## config.mk

```make
export PLATFORM = sky130hd
export DESIGN_NAME = uart_loader
export DESIGN_NICKNAME = d
export VERILOG_FILES = /design/src/rtl/uart_loader_pkg.sv /design/src/rtl/uart_loader_tx.sv /design/src/rtl/uart_loader.sv
export SDC_FILE = /design/constraint.sdc
export NUM_CORES = 1
export LEC_CHECK = 0
export ABC_AREA = 1
export BUFFER_PORTS_ARGS = -buffer_cell sky130_fd_sc_hd__buf_2
export CAP_MARGIN = 20
export CORE_ASPECT_RATIO = 0.9
export CORE_UTILIZATION = 56
export CTS_BUF_LIST = sky130_fd_sc_hd__clkbuf_8
export DETAILED_ROUTE_END_ITERATION = 6
export PLACE_DENSITY = 0.83
export SLEW_MARGIN = 15
export SYNTH_ARGS = -nofsm -noshare
export SYNTH_HDL_FRONTEND = slang
export SYNTH_SLANG_ARGS = --single-unit
export TNS_END_PERCENT = 20
```

## constraint.sdc

```tcl
create_clock -name clk -period 2.1 [get_ports clk]
set_clock_uncertainty 0.05 [all_clocks]
set_input_delay 0.21 -clock clk [delete_from_list [all_inputs] [get_ports clk]]
set_output_delay 0.21 -clock clk [all_outputs]
set_load 0.005 [all_outputs]
```

## src/rtl/uart_loader_pkg.sv

```systemverilog
// ============================================================================
// Module   : uart_loader_pkg
// Brief    : Shared state encoding and frame constants for the UART loader.
// Revision : 1.0
// ============================================================================
`default_nettype none

package uart_loader_pkg;

    typedef enum logic [2:0] {
        ST_INIT = 3'd0,
        ST_SYNC = 3'd1,
        ST_CMD  = 3'd2,
        ST_ADDR = 3'd3,
        ST_DATA = 3'd4,
        ST_MEM  = 3'd5,
        ST_RESP = 3'd6
    } state_t;

    localparam logic [7:0]  SYNC_BYTE = 8'hA5;
    localparam logic [7:0]  CMD_WR    = 8'h01;
    localparam logic [7:0]  CMD_RD    = 8'h02;
    localparam logic [7:0]  CMD_GO    = 8'h03;
    localparam logic [7:0]  ACK       = 8'h06;
    localparam logic [7:0]  NAK       = 8'h15;
    localparam logic [31:0] RX_EMPTY  = 32'hFFFF_FFFF;

    function automatic logic is_known_cmd(input logic [7:0] cmd);
        return (cmd == CMD_WR) || (cmd == CMD_RD) || (cmd == CMD_GO);
    endfunction

endpackage

`default_nettype wire

```

## src/rtl/uart_loader_tx.sv

```systemverilog
// ============================================================================
// Module   : uart_loader_tx
// Brief    : One-byte send handshake against the simpleuart TX data register.
// Revision : 1.0
// ============================================================================
`default_nettype none

module uart_loader_tx (
    input  logic        clk,
    input  logic        resetn,
    input  logic        i_start,
    input  logic [7:0]  i_byte,
    input  logic        i_tx_wait,
    output logic        o_tx_we,
    output logic [31:0] o_tx_di,
    output logic        o_done
);

    logic       r_we;
    logic [7:0] r_byte;

    always_ff @(posedge clk or negedge resetn) begin
        if (!resetn) begin
            r_we   <= 1'b0;
            r_byte <= 8'h00;
        end else if (r_we && !i_tx_wait) begin
            r_we <= 1'b0;
        end else if (i_start && !r_we) begin
            r_we   <= 1'b1;
            r_byte <= i_byte;
        end
    end

    assign o_tx_we = r_we;
    assign o_tx_di = {24'h0, r_byte};
    // Done marks the accepting cycle so the caller can react on the same edge.
    assign o_done  = r_we && !i_tx_wait;

endmodule

`default_nettype wire

```

## src/rtl/uart_loader.sv

```systemverilog
// ============================================================================
// Module   : uart_loader
// Brief    : UART frame parser driving native-bus word reads/writes and CPU hold.
// Revision : 1.0
// ============================================================================
`default_nettype none

module uart_loader
    import uart_loader_pkg::*;
#(
    parameter int unsigned TIMEOUT_CYCLES = 5_000_000,
    parameter logic        HOLD_AT_RESET  = 1'b1
) (
    input  logic        clk,
    input  logic        resetn,
    output logic [3:0]  reg_div_we,
    output logic        reg_dat_we,
    output logic        reg_dat_re,
    output logic [31:0] reg_dat_di,
    input  logic [31:0] reg_dat_do,
    input  logic        reg_dat_wait,
    output logic        mem_valid,
    output logic [31:0] mem_addr,
    output logic [31:0] mem_wdata,
    output logic [3:0]  mem_wstrb,
    input  logic [31:0] mem_rdata,
    input  logic        mem_ready,
    output logic        cpu_hold,
    output logic [31:0] boot_addr
);

    localparam int unsigned          c_TMO_W    = $clog2(TIMEOUT_CYCLES + 1);
    localparam logic [c_TMO_W-1:0]   c_TMO_LAST = c_TMO_W'(TIMEOUT_CYCLES - 1);

    state_t             r_state;
    logic [7:0]         r_cmd;
    logic [31:0]        r_addr;
    logic [31:0]        r_wdata;
    logic [31:0]        r_rdata;
    logic [1:0]         r_cnt;
    logic               r_final;
    logic               r_skip;
    logic               r_re;
    logic [3:0]         r_div_we;
    logic               r_mem_valid;
    logic [3:0]         r_mem_wstrb;
    logic [c_TMO_W-1:0] r_tmo;
    logic               r_cpu_hold;
    logic [31:0]        r_boot_addr;
    logic               r_tx_start;
    logic [7:0]         r_tx_byte;

    logic               w_rx_state;
    logic               w_tmo_state;
    logic               w_rx_hit;
    logic [7:0]         w_rx_byte;
    logic               w_tx_done;
    logic [1:0]         w_next_idx;

    assign w_rx_state  = (r_state == ST_SYNC) || (r_state == ST_CMD) ||
                         (r_state == ST_ADDR) || (r_state == ST_DATA);
    assign w_tmo_state = (r_state == ST_CMD) || (r_state == ST_ADDR) ||
                         (r_state == ST_DATA);
    // The UART valid flag clears one edge after the consume pulse, so skip a cycle.
    assign w_rx_hit    = w_rx_state && !r_skip && (reg_dat_do != RX_EMPTY);
    assign w_rx_byte   = reg_dat_do[7:0];
    assign w_next_idx  = r_cnt + 2'd1;

    uart_loader_tx u_tx (
        .clk       (clk),
        .resetn    (resetn),
        .i_start   (r_tx_start),
        .i_byte    (r_tx_byte),
        .i_tx_wait (reg_dat_wait),
        .o_tx_we   (reg_dat_we),
        .o_tx_di   (reg_dat_di),
        .o_done    (w_tx_done)
    );

    always_ff @(posedge clk or negedge resetn) begin
        if (!resetn) begin
            r_state     <= ST_INIT;
            r_cmd       <= 8'h00;
            r_addr      <= 32'h0;
            r_wdata     <= 32'h0;
            r_rdata     <= 32'h0;
            r_cnt       <= 2'd0;
            r_final     <= 1'b0;
            r_skip      <= 1'b0;
            r_re        <= 1'b0;
            r_div_we    <= 4'h0;
            r_mem_valid <= 1'b0;
            r_mem_wstrb <= 4'h0;
            r_tmo       <= '0;
            r_cpu_hold  <= HOLD_AT_RESET;
            r_boot_addr <= 32'h0;
            r_tx_start  <= 1'b0;
            r_tx_byte   <= 8'h00;
        end else begin
            r_div_we   <= 4'h0;
            r_tx_start <= 1'b0;
            r_re       <= w_rx_hit;
            r_skip     <= w_rx_hit;
            if (w_rx_hit || !w_tmo_state) begin
                r_tmo <= '0;
            end else begin
                r_tmo <= r_tmo + 1'b1;
            end

            case (r_state)
                ST_INIT: begin
                    r_div_we <= 4'hF;
                    r_state  <= ST_SYNC;
                end
                ST_SYNC: begin
                    if (w_rx_hit && (w_rx_byte == SYNC_BYTE)) begin
                        r_state <= ST_CMD;
                    end
                end
                ST_CMD: begin
                    if (w_rx_hit) begin
                        r_cmd <= w_rx_byte;
                        r_cnt <= 2'd0;
                        if (is_known_cmd(w_rx_byte)) begin
                            r_state <= ST_ADDR;
                        end else begin
                            r_tx_byte  <= NAK;
                            r_tx_start <= 1'b1;
                            r_final    <= 1'b1;
                            r_state    <= ST_RESP;
                        end
                    end
                end
                ST_ADDR: begin
                    if (w_rx_hit) begin
                        r_addr <= {w_rx_byte, r_addr[31:8]};
                        r_cnt  <= w_next_idx;
                        if (r_cnt == 2'd3) begin
                            if (r_cmd == CMD_WR) begin
                                r_state <= ST_DATA;
                            end else if (r_cmd == CMD_RD) begin
                                r_mem_valid <= 1'b1;
                                r_mem_wstrb <= 4'h0;
                                r_state     <= ST_MEM;
                            end else begin
                                r_tx_byte  <= ACK;
                                r_tx_start <= 1'b1;
                                r_final    <= 1'b1;
                                r_state    <= ST_RESP;
                            end
                        end
                    end
                end
                ST_DATA: begin
                    if (w_rx_hit) begin
                        r_wdata <= {w_rx_byte, r_wdata[31:8]};
                        r_cnt   <= w_next_idx;
                        if (r_cnt == 2'd3) begin
                            r_mem_valid <= 1'b1;
                            r_mem_wstrb <= 4'hF;
                            r_state     <= ST_MEM;
                        end
                    end
                end
                ST_MEM: begin
                    if (mem_ready) begin
                        r_mem_valid <= 1'b0;
                        r_mem_wstrb <= 4'h0;
                        r_rdata     <= mem_rdata;
                        r_cnt       <= 2'd0;
                        r_tx_start  <= 1'b1;
                        if (r_cmd == CMD_RD) begin
                            r_tx_byte <= mem_rdata[7:0];
                            r_final   <= 1'b0;
                        end else begin
                            r_tx_byte <= ACK;
                            r_final   <= 1'b1;
                        end
                        r_state <= ST_RESP;
                    end
                end
                ST_RESP: begin
                    if (w_tx_done) begin
                        if (r_final) begin
                            if (r_cmd == CMD_GO) begin
                                r_cpu_hold  <= 1'b0;
                                r_boot_addr <= r_addr;
                            end
                            r_state <= ST_SYNC;
                        end else begin
                            r_tx_start <= 1'b1;
                            if (r_cnt == 2'd3) begin
                                r_tx_byte <= ACK;
                                r_final   <= 1'b1;
                            end else begin
                                r_cnt     <= w_next_idx;
                                r_tx_byte <= r_rdata[8*w_next_idx +: 8];
                            end
                        end
                    end
                end
                default: r_state <= ST_INIT;
            endcase

            // An idle line mid-frame abandons the frame without a response.
            if (w_tmo_state && !w_rx_hit && (r_tmo == c_TMO_LAST)) begin
                r_state <= ST_SYNC;
            end
        end
    end

    assign reg_div_we = r_div_we;
    assign reg_dat_re = r_re;
    assign mem_valid  = r_mem_valid;
    assign mem_addr   = {r_addr[31:2], 2'b00};
    assign mem_wdata  = r_wdata;
    assign mem_wstrb  = r_mem_wstrb;
    assign cpu_hold   = r_cpu_hold;
    assign boot_addr  = r_boot_addr;

endmodule

`default_nettype wire
```

After elaboration in Yosys (flattened, before gate mapping)

Index checks and enable logic that the tools add are counted.

Add/sub/neg operators: 2
Equality and inequality tests: 39
Shift-type cells: 1
Muxes and demuxes: 74
Bitwise gates (word level): 1
Reductions and logical operators: 37

Operators by type and width:

| operator                | count |
|---|---|
| $mux W8                 | 11 |
| $mux W3                 | 11 |
| $eq A8 B2 Y1 const B    | 4 |
| $mux W4                 | 8 |
| $ne A32 B32 Y1 const B  | 1 |
| $pmux W8 S4             | 1 |
| $shiftx A32 B6 Y8       | 1 |
| $mux W1                 | 28 |
| $add A23 B1 Y23 const B | 1 |
| $eq A23 B23 Y1 const B  | 1 |
| $mux W23                | 1 |
| $pmux W3 S7             | 1 |
| $ne A2 B2 Y1 const B    | 9 |
| $reduce_and A9 Y1       | 2 |
| $eq A8 B1 Y1 const B    | 2 |
| $mux W2                 | 8 |
| $ne A3 B2 Y1 const B    | 4 |
| $pmux W4 S3             | 1 |
| $ne A2 B1 Y1 const B    | 5 |
| $reduce_and A10 Y1      | 1 |
| $reduce_and A2 Y1       | 5 |
| $eq A3 B3 Y1 const B    | 3 |
| $ne A3 B1 Y1 const B    | 3 |
| $eq A8 B8 Y1 const B    | 1 |
| 20 further kinds        | 41 |

Flip-flop bits (word level): 194
Input bits: 68
Output and inout bits: 140
Logic and storage cells: 172

Depth between registers and ports, before layout

Gate-level depths: netlist of the first run.

Depth after elaboration: 11
Mapped depth: 13
Gate-level depth less buffers: 12

Cells and area by module

From an unflattened synthesis of the first run, not the netlist that was laid out.

Cell total of the unflattened synthesis: 1,030
Area total of the unflattened synthesis: 8,747.1 um^2

By module, submodules not included:

| module         | instances | cells an instance | area each (um^2) | sequential area each (um^2) |
|---|---|---|---|---|
| uart_loader    | 1         | 966               | 8,200.4          | 4,480.5 |
| uart_loader_tx | 1         | 64                | 546.8            | 225.2 |

Worst setup path after synthesis of the first run

No wires, ideal clock.

Kind: flip-flop to flip-flop
Start: register r_state[2]
End: register r_state[2]
Setup time: 0.127 ns
Data arrival time: 1.469 ns
Required time: 1.923 ns
Slack: 0.454 ns
Cell stages (with the launch flop): 10
Path buffers: 1
Period minus slack after synthesis: 1.646 ns
Cell sequence: dfrtp_1 -> buf_2 -> inv_1 -> nand3_2 -> nand2_1 -> inv_1 -> nand2_1 -> nand2_2 -> or2_1 -> a21boi_0

Cells in the longest elaborated chain, start to end: 11
Elaborated cells on any way between the ends: 30
Those cells by class: 15 x eq/ne; 2 x mux; 13 x reduce/logical

Ends and longest elaborated chain:

| element                                              | RTL line                                                 | text |
|---|---|---|
| start: declaration                                   | uart_loader.sv:35                                        | `state_t r_state;` |
| start signal: assignment                             | uart_loader.sv:82                                        | `r_state <= ST_INIT;` |
| start signal: assignment                             | uart_loader.sv:113                                       | `r_state <= ST_SYNC;` |
| start signal: assignment                             | uart_loader.sv:117                                       | `r_state <= ST_CMD;` |
| $eq A3 B1 Y1 / $eq A3 B2 Y1 (equally long branches)  | uart_loader.sv:60, uart_loader.sv:110, uart_loader.sv:62 |  |
| $logic_or A1 B1 Y1 (2 in a row)                      | uart_loader.sv:60                                        | `assign w_rx_state = (r_state == ST_SYNC) \|\| (r_state == ST_CMD) \|\|` |
| $logic_or A1 B1 Y1                                   | uart_loader.sv:61                                        | `(r_state == ST_ADDR) \|\| (r_state == ST_DATA);` |
| $logic_and A1 B1 Y1 (2 in a row)                     | uart_loader.sv:65                                        | `assign w_rx_hit = w_rx_state && !r_skip && (reg_dat_do != RX_EMPTY);` |
| $logic_not A1 Y1                                     | uart_loader.sv:206                                       | `if (w_tmo_state && !w_rx_hit && (r_tmo == c_TMO_LAST)) begin` |
| $logic_and A1 B1 Y1 (2 in a row)                     | uart_loader.sv:206                                       |  |
| $ne A3 B2 Y1 (no line), or another cell as far along | --                                                       |  |
| $reduce_and A9 Y1 (no line)                          | --                                                       |  |

Parallel ways exist; a longest one is shown, timed or not.
A chain may end at the register's enable or synchronous reset.

Worst setup path after layout of the first run

Start: register r_state[1]
End: register r_cnt[0]

Cells in the longest elaborated chain, start to end: 8
Elaborated cells on any way between the ends: 21
Those cells by class: 12 x eq/ne; 1 x mux; 8 x reduce/logical

Ends and longest elaborated chain:

| element                                                       | RTL line                              | text |
|---|---|---|
| $eq A3 B1 Y1 / $eq A3 B2 Y1 (equally long branches)           | uart_loader.sv:60, uart_loader.sv:110 |  |
| $logic_or A1 B1 Y1 (2 in a row)                               | uart_loader.sv:60                     |  |
| $logic_or A1 B1 Y1                                            | uart_loader.sv:61                     |  |
| $logic_and A1 B1 Y1 (2 in a row)                              | uart_loader.sv:65                     |  |
| $ne A2 B2 Y1 (no line) / $ne A2 B1 Y1 (equally long branches) | --                                    |  |
| $reduce_and A7 Y1 (no line)                                   | --                                    |  |
| end signal: assignment                                        | uart_loader.sv:137                    | `r_cnt <= w_next_idx;` |
| end signal: assignment                                        | uart_loader.sv:157                    | `r_cnt <= w_next_idx;` |
| end signal: assignment                                        | uart_loader.sv:196                    | `r_cnt <= w_next_idx;` |
| end: declaration                                              | uart_loader.sv:40                     | `logic [1:0] r_cnt;` |

Parallel ways exist; a longest one is shown, timed or not.

==> impl_metrics.env, run 1 <==
export IMPL_r2r_end="r_cnt[0]"
export IMPL_dp_cells=1363
export IMPL_seq_area_frac_synth_pct=53.8
export IMPL_synth_warning_count=0
export IMPL_drtIter0Drc=595
export IMPL_drt_met1_wl_mm=8.75
export IMPL_p_per_area_nw_per_um2=1230
export IMPL_holdWs_ns=0.223
export IMPL_numCtsBuffers=17
export IMPL_die_w_um=134
export IMPL_cp_buffers_inverters=3
export IMPL_rr_worst_depth=9
export IMPL_vias_per_cell=5.19
export IMPL_fp_coreArea_um2=15000
export IMPL_dieArea_um2=16100
export IMPL_regToRegStartpoint="r_state[1]"
export IMPL_irDropWorstVdd_mv=0.550
export IMPL_topRoutingLayerUsed="met4"
export IMPL_clk_pin_slew_ns=0.10
export IMPL_clock_path_buffers=2
export IMPL_synthCells=1037
export IMPL_final_max_slew_violation_count=0
export IMPL_max_freq_mhz=521
export IMPL_synthFlopType="dfrtp_1"
export IMPL_cts_tree="built"
export IMPL_grt_first_pass_wirelength_mm=33.1
export IMPL_synth_distinct_cells=43
export IMPL_fin_crit_ns=1.92
export IMPL_max_stage_delay_ns=0.45
export IMPL_min_path_type="input pin to async pin"
export IMPL_nNetsFinal=1296
export IMPL_clock_sinks=188
export IMPL_finalHoldViolCount=0
export IMPL_grtUsageTotal_pct=26.4
export IMPL_synth_edff_count=0
export IMPL_async_flop_share_pct=100
export IMPL_met2_length_mm=9.46
export IMPL_routedWlPerCell_um=14.1
export IMPL_max_slew_margin_pct=60.2
export IMPL_crit_arrival_ns=2.25
export IMPL_place_port_buffers=181
export IMPL_syn_area_per_cell_um2=8.44
export IMPL_final_cells=1437
export IMPL_num_vias=7460
export IMPL_status="completed"
export IMPL_globalplace_congestion=0.944
export IMPL_crit_path_start="r_state[1]"
export IMPL_cp_end_kind="register"
export IMPL_yosysTopAreaCell="dfrtp_1"
export IMPL_critPathKind="register to register"
export IMPL_antenna_found_initial=0
export IMPL_h_tree_depth=4
export IMPL_clkLatencyLatePin_ns=0.47
export IMPL_period_share_pct=91.4
export IMPL_ant_nets=0
export IMPL_crit_path_max_fanout=13
export IMPL_syn2layout_area_growth_pct=18.6
export IMPL_cap_violations=0
export IMPL_ioPinCount=208
export IMPL_rows=42
export IMPL_wl_met3_mm=1.29
export IMPL_synth_common_cells="nand2_1, dfrtp_1, o21ai_0"
export IMPL_synth_most_common_cell="nand2_1"
export IMPL_setup_viol=0
export IMPL_worst_slew_pin_slew_ns=0.598
export IMPL_drt_wl_total_mm=20.2
export IMPL_antennaDiodeCount=0
export IMPL_crit_required_ns=2.43
export IMPL_drt_pass1_iter_count=5
export IMPL_synth_top_cell_area_share_pct=53.5
export IMPL_dp_hpwl_mm=14.0
export IMPL_rsz0062_at_grt="no"
export IMPL_r2r_slack_ns=0.18
export IMPL_critPathSlowestCell="dfrtp_1"
export IMPL_root_buffer="clkbuf_8"
export IMPL_cp_depth=9
export IMPL_cpLargestDelayFamily="buffers and inverters"
export IMPL_grt_overflow_total=0
export IMPL_worstSetupStartpointType="register"
export IMPL_tns_ns=0
export IMPL_ys_seq_elements=188
export IMPL_start_util_pct=58.4
export IMPL_die_h_um=121
export IMPL_p_leak_nw=5.43
export IMPL_crit_chain="inv_2 > nand3_2 > a21oi_2 > nand2_2 > buf_4 > nand2_2 > buf_4 > nand2_1 > o21ai_0"
export IMPL_drc=0
export IMPL_grt_start_max_net_pins=66
export IMPL_fin_util_pct=69.3
export IMPL_synthTopCellsByArea="dfrtp_1, nand2_1, o21ai_0"
export IMPL_netlist_area_um2=8750
export IMPL_endpoint="r_cnt[0]"
export IMPL_drive_gt1_share_pct=21.1
export IMPL_grt_pass1_vias=6842
kinds of logic (layout without fill, tap and decap cells):
logic type,Yosys count,after routing,share of synthesized area [%]
buffers and inverters,196,373,11.8
AO/OA/AOI/OAI,159,159,9.61
other,1,26,0.0429
flip-flops,188,188,53.8
XOR/XNOR,9,9,0.901
adder cells (fa/ha/maj),2,2,0.286
AND/OR/NAND/NOR,474,474,22.5
multiplexers,8,8,1.03
worst min-delay path by stage:
stage / end / slack [ns] / cells after the start
finish: boot_addr[4] / 0.22 / 2
floorplan: boot_addr[0] / -0.14 / 0
CTS: boot_addr[12] / 0.23 / 2
global route: boot_addr[3] / 0.24 / 2
detailed placement: boot_addr[4] / 0.19 / 1
global placement: boot_addr[3] / 0.18 / 1
area by class of cell:
| type | count | area, µm² |
|---|---|---|
| tap | 198 | 248 |
| sequential | 188 | 4710 |
| fill | 1157 | 4600 |
| multi-input combinational | 678 | 3110 |
| clock inverter | 15 | 181 |
| timing repair buffer | 242 | 1530 |
| clock buffer | 17 | 234 |
| inverter | 99 | 372 |
per-stage QoR:
stage	area, µm²	setup WS, ns	power (mW)
5_1_grt	10400	0.0116	13.7
6_report	10400	0.181	12.7
3_3_place_gp	9530	0.272	10.0
4_1_cts	10400	0.169	12.8
3_5_place_dp	9530	0.210	10.2
2_1_floorplan	8840	0.454	8.87
power by group:
part / leakage (nW) / switching [mW] / total (mW) / internal (mW)
registers: 2.42 / 0.854 / 5.70 / 4.85
logic: 2.80 / 2.75 / 4.57 / 1.82
clock network: 0.212 / 1.36 / 2.47 / 1.10
sequential cells by signal, indices dropped and copies added (netlist names):
register and cells:
mem_wdata 32, boot_addr 32, r_cnt 2, r_tmo 23
reg_dat_re 1, r_rdata 32, r_tx_start 1, reg_div_we 1
r_state 3, mem_valid 1, r_cmd 8, u_tx.r_byte 8
u_tx.o_tx_we 1, r_tx_byte 8, cpu_hold 1, r_final 1
mem_wstrb 1, r_addr 32
repair_timing:
action                                  in CTS  in global routing
endpoints found under the setup margin       0                  3
setup buffers                                0                  0
endpoints found under the hold margin       99                  0
hold buffers                                42                  0
gates resized for setup                      0                  2
per-layer routing:
| layer | vias to the layer above | track usage [%] |
|---|---|---|
| li1 | 3606 | - |
| met1 | 3461 | 35.1 |
| met2 | 330 | 41.1 |
| met3 | 63 | 5.79 |
| met4 | 0 | 12.9 |
| met5 | - | 0 |
layout by cell type, fill, tap and decap left out, types with 5 or more instances in the layout:
master,n
clkbuf_8,17
nor3_1,18
o21ai_1,7
nand2_1,293
nand2_2,5
nor2_1,84
nor4_1,5
dfrtp_1,187
o21ai_0,115
buf_4,15
buf_2,180
nand4_1,14
inv_2,5
dlygate4sd3_1,42
mux2_2,8
nand3_1,39
xor2_1,8
inv_1,94
o22ai_1,5
a21oi_1,20
conb_1,26
No activity file was read; power rests on OpenSTA's default activity.
==> inputs of run 2 (changes only) <==
CELL_PAD_IN_SITES_DETAIL_PLACEMENT = 2   (was default)
CELL_PAD_IN_SITES_GLOBAL_PLACEMENT = 2   (was default)
CORE_UTILIZATION = 32   (was 56)
PLACE_DENSITY = 0.82   (was 0.83)
==> impl_metrics.env, run 2 (synthesis gave the netlist of run 1 again) <==
export IMPL_status="completed"
export IMPL_start_util_pct=32.5
export IMPL_root_buffer="clkbuf_8"
export IMPL_crit_arrival_ns=2.29
export IMPL_ioPinCount=208
export IMPL_r2r_slack_ns=0.12
export IMPL_final_cell_mix="nand2_1, dfrtp_1, buf_2"
export IMPL_antenna_found_initial=0
export IMPL_grt_first_pass_wirelength_mm=44.2
export IMPL_seq_area_um2=4710
export IMPL_drc=0
export IMPL_clock_path_buffers=2
export IMPL_clk_pin_slew_ns=0.13
export IMPL_crit_required_ns=2.41
export IMPL_numCtsBuffers=17
export IMPL_drtIter0Drc=424
export IMPL_hold_start="reg_dat_do[5]"
export IMPL_top_usage_layer="met2"
export IMPL_setup_viol=0
export IMPL_nNetsFinal=1297
export IMPL_antennaDiodeCount=0
export IMPL_syn2layout_area_growth_pct=21.7
export IMPL_grt_use_met1_pct=25.8
export IMPL_period_share_pct=94.3
export IMPL_min_path_type="input pin to register"
export IMPL_drive_gt1_share_pct=21.5
export IMPL_multi_input_area_um2=3110
export IMPL_cp_buffers_inverters=3
export IMPL_grt_overflow_total=0
export IMPL_dp_hpwl_mm=18.8
export IMPL_holdWs_ns=0.104
export IMPL_drt_wl_total_mm=26.7
export IMPL_crit_path_max_fanout=47
export IMPL_critPathSlowestCell="dfrtp_1"
export IMPL_n_fill_cell=3128
export IMPL_fin_crit_ns=1.98
export IMPL_critPathKind="register to register"
export IMPL_worstSetupStartpointType="register"
export IMPL_cp_end_kind="register"
export IMPL_p_per_area_nw_per_um2=1250
export IMPL_max_slew_margin_pct=63.6
export IMPL_grt_start_max_net_pins=66
export IMPL_globalplace_congestion=0.827
export IMPL_layout_commonest_cell="nand2_1"
export IMPL_grt_pass1_vias=8311
export IMPL_max_stage_delay_ns=0.51
export IMPL_fin_util_pct=39.5
export IMPL_p_leak_nw=5.46
export IMPL_clkLatencyLatePin_ns=0.49
export IMPL_worst_slew_pin_slew_ns=0.546
export IMPL_cap_violations=0
export IMPL_rows=57
export IMPL_dpl_worst_slack_ns=0.0989
export IMPL_use_met3_pct=3.57
export IMPL_routedWlPerCell_um=16.8
export IMPL_num_vias=7565
export IMPL_finalHoldViolCount=0
export IMPL_vias_per_cell=4.75
export IMPL_place_port_buffers=181
export IMPL_cpLargestDelayFamily="buffers and inverters"
export IMPL_max_freq_mhz=505
export IMPL_clock_sinks=188
export IMPL_postCtsSetupRepairBufs=0
export IMPL_cts_tree="built"
export IMPL_crit_path_start="r_state[2]"
export IMPL_ant_nets=0
export IMPL_rsz0062_at_grt="yes"
export IMPL_h_tree_depth=4
export IMPL_final_max_slew_violation_count=0
export IMPL_fp_coreArea_um2=27000
export IMPL_irDropWorstVdd_mv=0.515
export IMPL_die_h_um=159
export IMPL_use_met2_pct=33.8
export IMPL_regToRegStartpoint="r_state[2]"
export IMPL_die_w_um=176
export IMPL_dieArea_um2=28000
export IMPL_grtUsageTotal_pct=19.8
export IMPL_setup_slack_ns=0.121
export IMPL_tns_ns=0
export IMPL_crit_chain="inv_1 > nand2_1 > a21oi_2 > nand2_2 > inv_2 > nand2_2 > buf_12 > nand2_1 > o21ai_0"
export IMPL_drt_pass1_iter_count=4
## run 2: cell count changes in the layout (fill, tap and decap cells not counted), sizes merged
cell / before / now
inv: 105 / 107
dlygate4sd3: 42 / 41
clkinvlp: 1 / 0
clkinv: 6 / 7
buf: 200 / 201
bufinv: 2 / 0
clkbuf: 17 / 18
## run 2: metrics by stage
| step | instances | power, mW | instance area [µm²] |
|---|---|---|---|
| after global placement | 1521 | 10.2 | 9770 |
| after CTS | 1594 | 13.4 | 10600 |
| final | 1594 | 13.3 | 10600 |
| after floorplan | 1062 | 8.87 | 8840 |
| after global routing | 1594 | 14.3 | 10600 |
| after detailed placement | 1521 | 10.6 | 9770 |
## run 2: worst reg2reg max path: stages (launching register included)
cell and delay (ns):
dfrtp_1 0.51, inv_1 0.15, nand2_1 0.09, a21oi_2 0.16
nand2_2 0.08, inv_2 0.22, nand2_2 0.21, buf_12 0.23
nand2_1 0.08, o21ai_0 0.09
## run 2: routing by layer
layer	vias up	wire length (µm)
li1	3593	-
met1	3816	12100
met2	136	13500
met3	20	847
met4	0	333
met5	-	0
## run 2: repair_timing
item / in CTS / in global routing
gates resized for setup: 0 / 4
hold buffers: 41 / 0
endpoints found under the setup margin: 0 / 29
hold endpoints to repair: 127 / 0
## run 2: layout make-up
| type | instances | share of cell area [%] |
|---|---|---|
| Clock buffer | 17 | 2.20 |
| Clock inverter | 15 | 2.03 |
| Inverter | 99 | 3.49 |
| Multi-Input combinational cell | 678 | 29.3 |
| Sequential cell | 188 | 44.2 |
| Tap cell | 354 | 4.16 |
| Timing Repair Buffer | 243 | 14.6 |
## run 2: worst paths after layout
| path | to | cells after the start |
|---|---|---|
| worst max-delay path | mem_wdata[15] | 9 |
| worst min-delay path | r_addr[29] | 4 |
| worst max register to register | mem_wdata[15] | 9 |
| worst min register to register | cpu_hold | 2 |
| max in group asynchronous | cpu_hold | 3 |
| min in group asynchronous | mem_wdata[2] | 2 |
## run 2: where the power goes
part	switching (mW)	leakage, nW	total [mW]	internal, mW
logic	2.99	2.82	4.83	1.84
registers	0.932	2.42	5.78	4.85
clock network	1.67	0.220	2.65	0.976
total	5.60	5.46	13.3	7.66
